===== src/rtl/msk_sharing_unit.sv =====
// Splits an unmasked block and key into d Boolean shares: masks are filled from a 32-bit random stream, NW words per block.
// The output appears NW accepted words after input accept and is held until out_ready; in_valid and rnd_valid are ignored outside their phases.
module msk_sharing_unit #(
   parameter int d     = 2,
   parameter int RND_W = 32
) (
   input  logic               clk,
   input  logic               rst,
   input  logic               in_valid,
   output logic               in_ready,
   input  logic [127:0]       in_data,
   input  logic [255:0]       in_key,
   input  logic               rnd_valid,
   output logic               rnd_ready,
   input  logic [RND_W-1:0]   rnd_data,
   output logic               out_valid,
   input  logic               out_ready,
   output logic [128*d-1:0]   sh_data,
   output logic [256*d-1:0]   sh_key
);
   localparam int NW = (d - 1) * 12;
   localparam int MW = (d - 1) * 384;
   localparam int CW = $clog2(NW + 1);

   typedef enum logic [1:0] {IDLE, COLLECT, OUT} state_t;

   state_t              state;
   logic [CW-1:0]       cnt;
   logic [127:0]        val_data;
   logic [255:0]        val_key;
   logic [MW-1:0]       m;
   logic [127:0]        rev_data;
   logic [255:0]        rev_key;
   logic [d-1:0][127:0] dsh;
   logic [d-1:0][255:0] ksh;

   // Byte 0 arrives in the top byte and must land in bits [7:0].
   always_comb begin
      rev_data = '0;
      rev_key  = '0;
      for (int b = 0; b < 16; b++) rev_data[8*b +: 8] = in_data[8*(15-b) +: 8];
      for (int b = 0; b < 32; b++) rev_key[8*b +: 8]  = in_key[8*(31-b) +: 8];
   end

   always_ff @(posedge clk) begin
      if (rst) begin
         state     <= IDLE;
         cnt       <= '0;
         val_data  <= '0;
         val_key   <= '0;
         m         <= '0;
         in_ready  <= 1'b1;
         rnd_ready <= 1'b0;
         out_valid <= 1'b0;
      end else begin
         case (state)
            IDLE: begin
               if (in_valid && in_ready) begin
                  val_data  <= rev_data;
                  val_key   <= rev_key;
                  cnt       <= '0;
                  state     <= COLLECT;
                  in_ready  <= 1'b0;
                  rnd_ready <= 1'b1;
               end
            end
            COLLECT: begin
               if (rnd_valid) begin
                  m[RND_W*int'(cnt) +: RND_W] <= rnd_data;
                  cnt <= cnt + 1'b1;
                  if (cnt == CW'(NW - 1)) begin
                     state     <= OUT;
                     rnd_ready <= 1'b0;
                     out_valid <= 1'b1;
                  end
               end
            end
            OUT: begin
               // Wipe secrets as soon as the shares have left.
               if (out_ready) begin
                  state     <= IDLE;
                  out_valid <= 1'b0;
                  in_ready  <= 1'b1;
                  val_data  <= '0;
                  val_key   <= '0;
                  m         <= '0;
                  cnt       <= '0;
               end
            end
            default: begin
               state     <= IDLE;
               cnt       <= '0;
               val_data  <= '0;
               val_key   <= '0;
               m         <= '0;
               in_ready  <= 1'b1;
               rnd_ready <= 1'b0;
               out_valid <= 1'b0;
            end
         endcase
      end
   end

   always_comb begin
      dsh    = '0;
      ksh    = '0;
      dsh[0] = val_data;
      ksh[0] = val_key;
      for (int j = 1; j < d; j++) begin
         dsh[j] = m[(j-1)*128 +: 128];
         ksh[j] = m[(d-1)*128 + (j-1)*256 +: 256];
         dsh[0] = dsh[0] ^ dsh[j];
         ksh[0] = ksh[0] ^ ksh[j];
      end
   end

   // Shares of one bit sit side by side on the bus.
   always_comb begin
      sh_data = '0;
      sh_key  = '0;
      if (out_valid) begin
         for (int i = 0; i < 128; i++)
            for (int j = 0; j < d; j++) sh_data[i*d+j] = dsh[j][i];
         for (int i = 0; i < 256; i++)
            for (int j = 0; j < d; j++) sh_key[i*d+j] = ksh[j][i];
      end
   end

endmodule


===== config.mk =====
export PLATFORM = sky130hd
export DESIGN_NAME = msk_sharing_unit
export DESIGN_NICKNAME = d
export VERILOG_FILES = /design/src/rtl/msk_sharing_unit.sv
export SDC_FILE = /design/constraint.sdc
export NUM_CORES = 2
export LEC_CHECK = 0
export CAP_MARGIN = 25
export CORE_AREA = 4 4 459 461
export CTS_BUF_LIST = sky130_fd_sc_hd__clkbuf_4 sky130_fd_sc_hd__clkbuf_8
export CTS_CLUSTER_DIAMETER = 50
export DETAILED_ROUTE_END_ITERATION = 7
export DIE_AREA = 0 0 463 465
export GPL_ROUTABILITY_DRIVEN = 0
export PLACE_DENSITY = 0.33
export REMOVE_ABC_BUFFERS = 1
export SKIP_CTS_REPAIR_TIMING = 1
export SLEW_MARGIN = 5
export SYNTH_ARGS = -nofsm -noshare
export SYNTH_HDL_FRONTEND = slang
export SYNTH_SLANG_ARGS = --single-unit

===== constraint.sdc =====
create_clock -name clk -period 3 [get_ports clk]
set_input_delay 0.6 -clock clk [delete_from_list [all_inputs] [get_ports clk]]
set_output_delay 0.6 -clock clk [all_outputs]
set_load 0.05 [all_outputs]

==> impl_summary.md <==
Status
The flow ran to the end, but the final reports show violations. The checks that failed: setup timing.

Routing
The detailed router finished its first iteration with 1,618 violations. After detailed routing, the average wire length per cell comes to 28.2 um. Wires add up to 211,000 um. The routed layout has 30,900 vias. For this run, design rule violations remaining after detail routing come to 0.

In this run the remaining antenna-violating nets after routing total 0. Using the TritonRoute via totals, the vias-per-cell ratio works out to 4.13. For this run, the detailed router's first-pass iteration total came to 5.

Power and ir drop
The cell internal power dissipation is 20.7 mW. The overall power consumption is 29.3 mW. The power per cell area is 487 mW/mm^2. The net switching fraction of the power is 29.5%. The proportion of power drawn by flip-flops and latches is 38.6%. The power spent charging and discharging nets is 8.65 mW. The largest voltage drop on the vdd net is 0.422 mV. Per report_power, the clock group accounts for 45.2% of the total. The leakage power figure is 26.7 nW.

The combinational power share is 16.2%.

Global route
The number of global-route vias before repair was 30,900. The overflow left after global routing is 0. The largest net degree at the start of global routing is 188. The number of antenna violations at the first check in global routing is 59.

The global-route wire length before repair is 273,000 um. The routing usage on met2 is 29.8%. For met3 alone, demand over resource in global routing was 6.40%. For met1 alone, demand over resource in global routing was 22.1%. Across every metal layer, demand over resource in global routing totals 18.1%. The layer with the highest usage after global routing is met2.

Floorplan
The die boundary width is 463 um. The initial utilization of the core area, before any placement, comes to 16.2%. The number of I/O pins is 1,192. The overall die area is 0.215 sq mm. The number of rows created at floorplan is 167.

The placeable core region is 0.206 sq mm. The die is 465 um tall.

Logic synthesis
After synthesis, flip-flops and latches occupy 46.6% of the total area. In this run, synthesis produced a sequential element count of 777. Summing every instance area after synthesis gives 0.0334 sq mm. The gate count after technology mapping is 3,333. Of the post-synthesis cell area, the dominant cell type holds 46.6%. The mean cell area of the mapped netlist is 10.0 sq um. For this run, the number of Yosys warnings is 0. After synthesis, the cell types taking the most area are sky130_fd_sc_hd__dfxtp_1, sky130_fd_sc_hd__a22o_1, sky130_fd_sc_hd__and2_1, sky130_fd_sc_hd__xor2_1, sky130_fd_sc_hd__a32o_1. The number of different library cells in the post-synthesis netlist is 60.

The fraction of synthesis flops using an asynchronous set or reset pin is 0%. The biggest area consumer among synthesized cells is sky130_fd_sc_hd__dfxtp_1. The number of enable flip-flop cells after synthesis is 0. The primary flip-flop cell chosen by synthesis mapping is sky130_fd_sc_hd__dfxtp_1.

Timing
The pin slew with the least headroom to its limit is 1.01 ns. The count of endpoints failing hold in the final timing report is 0. The number of pins with negative max-slew slack in the final report was 0. Setup repair after global routing could not meet its margin everywhere. The worst path in the final design needs a cycle of 3.08 ns, including I/O delays and setup.

In the post-route analysis, the smallest setup slack over all paths is -0.0837 ns. Derived from the worst setup path, the maximum achievable clock frequency is 324 MHz. The count of final setup violators is 149.

The final critical path takes up 103% of the cycle. The worst-case clock skew is 0.0332 ns. Headroom to the max-slew limit came out at 32.3%. The worst hold slack is 0.0915 ns.

Place
During placement, the flow inserted port buffers numbering 1,191. After detailed placement, the design holds a cell count of 7,075. The placed wire-length estimate is 153,000 um.

Critical path
The setup slack of the worst register-to-register path is 0.30 ns. The path type of the worst setup path is flop to output pin. STA puts the critical path data required time at 2.40 ns. The data arrival time at the worst-slack endpoint is 2.48 ns. The peak per-stage delay on the critical path is 0.46 ns. The capturing element type of the critical path is an output pin. The maximum fanout along the worst path is 7. The slowest stage of the critical path belongs to the cell sky130_fd_sc_hd__dfxtp_4.

The worst setup path is launched from a flop. The cell occurring most often along the worst timing path is sky130_fd_sc_hd__buf_12. The signal on the critical path passes through buf_12 > buf_12 > buf_16 > buf_6 > buf_12 > clkbuf_16 > and2_4 > buf_6.

Clock network
Clock latency on the worst-skew pair, taken at its later pin, is 0.93 ns. The total CTS buffers is 179. Clock-pin slew was measured on the worst setup and hold paths at 0.06 ns. The clock tree root driver cell is sky130_fd_sc_hd__clkbuf_8. Clock tree synthesis found a total of 777 sinks. TritonCTS built the clock tree.

The largest buffer count on any clock path is 3. The clock tree synthesis step divided the H-tree into 4 levels.

Cells and area
Compared with the post-synthesis result, the final layout area differs by 80.4%. The share of final-layout standard cells stronger than drive strength 1 is 33.6%. Once layout is complete, the cells apart from fillers number 7,483.

The final net count is 5,045.

Job
Across the run, the number of max-cap violations was 0.

Worst hold path
The type of the worst min-delay path is input pin to flop.
worst paths after layout:
| check | from | to | cells past startpoint |
|---|---|---|---|
| worst max-delay path | out_valid$_SDFFE_PP0P_ | sh_key[255] | 8 |
| worst min-delay path | rst | state[0]$_SDFFE_PP0P_ | 2 |
| worst max register to register | cnt[1]$_SDFFE_PP0P_ | m[322]$_SDFFE_PP0P_ | 8 |
| worst min register to register | m[144]$_SDFFE_PP0P_ | m[144]$_SDFFE_PP0P_ | 2 |
placed cells by master, fill, tap and decap left out, types with 17 or more instances in the layout:
| master | instances |
|---|---|
| sky130_fd_sc_hd__a22o_1 | 600 |
| sky130_fd_sc_hd__buf_8 | 17 |
| sky130_fd_sc_hd__dfxtp_1 | 776 |
| sky130_fd_sc_hd__nand3_1 | 22 |
| sky130_fd_sc_hd__diode_2 | 30 |
| sky130_fd_sc_hd__xor2_1 | 386 |
| sky130_fd_sc_hd__a21oi_1 | 36 |
| sky130_fd_sc_hd__a211oi_1 | 20 |
| sky130_fd_sc_hd__clkinv_2 | 28 |
| sky130_fd_sc_hd__nor3_1 | 37 |
| sky130_fd_sc_hd__buf_6 | 32 |
| sky130_fd_sc_hd__and2_1 | 479 |
| sky130_fd_sc_hd__nand2_1 | 74 |
| sky130_fd_sc_hd__and2_4 | 289 |
| sky130_fd_sc_hd__o21ai_0 | 38 |
| sky130_fd_sc_hd__inv_1 | 18 |
| sky130_fd_sc_hd__nor2_1 | 87 |
| sky130_fd_sc_hd__buf_12 | 591 |
| sky130_fd_sc_hd__dlymetal6s2s_1 | 33 |
| sky130_fd_sc_hd__clkbuf_8 | 220 |
| sky130_fd_sc_hd__a32o_1 | 67 |
| sky130_fd_sc_hd__clkbuf_16 | 28 |
| sky130_fd_sc_hd__clkbuf_4 | 42 |
| sky130_fd_sc_hd__clkdlybuf4s50_1 | 413 |
| sky130_fd_sc_hd__buf_4 | 264 |
cells in the mapped netlist (2+ instances only):
master	n
sky130_fd_sc_hd__o21ai_0	38
sky130_fd_sc_hd__nor3_2	6
sky130_fd_sc_hd__inv_1	18
sky130_fd_sc_hd__buf_2	105
sky130_fd_sc_hd__and2b_1	2
sky130_fd_sc_hd__nor2b_1	17
sky130_fd_sc_hd__mux2i_1	2
sky130_fd_sc_hd__nand2_2	2
sky130_fd_sc_hd__buf_4	11
sky130_fd_sc_hd__dfxtp_1	777
sky130_fd_sc_hd__or2_2	2
sky130_fd_sc_hd__buf_1	23
sky130_fd_sc_hd__o21a_1	3
sky130_fd_sc_hd__o21ai_2	2
sky130_fd_sc_hd__a31oi_1	2
sky130_fd_sc_hd__o21ai_4	3
sky130_fd_sc_hd__a22o_1	601
sky130_fd_sc_hd__nand3_1	23
sky130_fd_sc_hd__xnor2_1	2
sky130_fd_sc_hd__a22oi_1	14
sky130_fd_sc_hd__and4_1	2
sky130_fd_sc_hd__ha_1	5
sky130_fd_sc_hd__nand4_1	4
sky130_fd_sc_hd__xor2_1	386
sky130_fd_sc_hd__a32o_1	67
sky130_fd_sc_hd__nor3_4	2
sky130_fd_sc_hd__clkbuf_1	147
sky130_fd_sc_hd__nand2b_1	3
sky130_fd_sc_hd__a21oi_1	36
sky130_fd_sc_hd__o21ai_1	2
sky130_fd_sc_hd__and2_1	771
sky130_fd_sc_hd__buf_6	3
sky130_fd_sc_hd__a211oi_1	20
sky130_fd_sc_hd__nor3_1	37
sky130_fd_sc_hd__nand2_1	77
sky130_fd_sc_hd__nor4_1	3
sky130_fd_sc_hd__nor2_1	92
cell families after synthesis:
| kind of cell | count (synthesis) | synth area share (%) |
|---|---|---|
| buffers and inverters | 309 | 4.06 |
| AOI/OAI and AO/OA | 797 | 20.3 |
| xor gates and xnor gates | 389 | 10.2 |
| DFF | 777 | 46.6 |
| and+or+nand+nor | 1054 | 18.6 |
| adders and majority gates | 5 | 0.187 |
| muxes | 2 | 0.0600 |
layer usage:
layer / vias up / routed length (um)
li1: 14300 / -
met1: 15100 / 88400
met2: 1212 / 101000
met3: 280 / 16100
met4: 12 / 5670
met5: - / 81
power by group through the flow:
stage / logic [mW] / registers [mW] / clock network [mW]
2_1_floorplan: 1.88 / 11.5 / 0
3_3_place_gp: 4.25 / 11.5 / 0
3_5_place_dp: 4.26 / 11.5 / 0
4_1_cts: 4.28 / 11.3 / 13.8
5_1_grt: 5.08 / 11.4 / 14.2
6_report: 4.75 / 11.3 / 13.3
stage by stage:
step | setup slack [ns] | TNS [ns] | util (%) | area, sq um
4_1_cts | -0.510 | -193.60 | 27.9 | 57700
5_1_grt | -0.244 | -84.44 | 29.2 | 60200
3_3_place_gp | 0.0961 | 0 | 26.1 | 53900
2_1_floorplan | -10.91 | -9409.01 | - | 32100
3_5_place_dp | 0.107 | 0 | 26.1 | 53900
6_report | -0.0837 | -4.26 | 29.2 | 60200
state kept, by name, summed over array words and instances, names as in the netlist:
| register | flops |
|---|---|
| val_data | 128 |
| out_valid | 1 |
| m | 384 |
| state | 2 |
| val_key | 256 |
| in_ready | 1 |
| cnt | 4 |
| rnd_ready | 1 |
worst max-delay path, delay by kind of cell, from the launching register on:
kind	cells	cell delay [ns]
flops	1	0.46
buf+inv	7	0.94
simple gates	1	0.13
cell type report:
cell class                 count  area, sq um
antenna                       30         75.1
clock buffer                 262         3340
fill                       21500       146000
timing repair buffer        1395        20000
clock inverter                49          472
sequential                   777        15600
multi-input combinational   2247        17400
tap                         2704         3380
inverter                      19         71.3
Power figures use the tool's default switching activity.
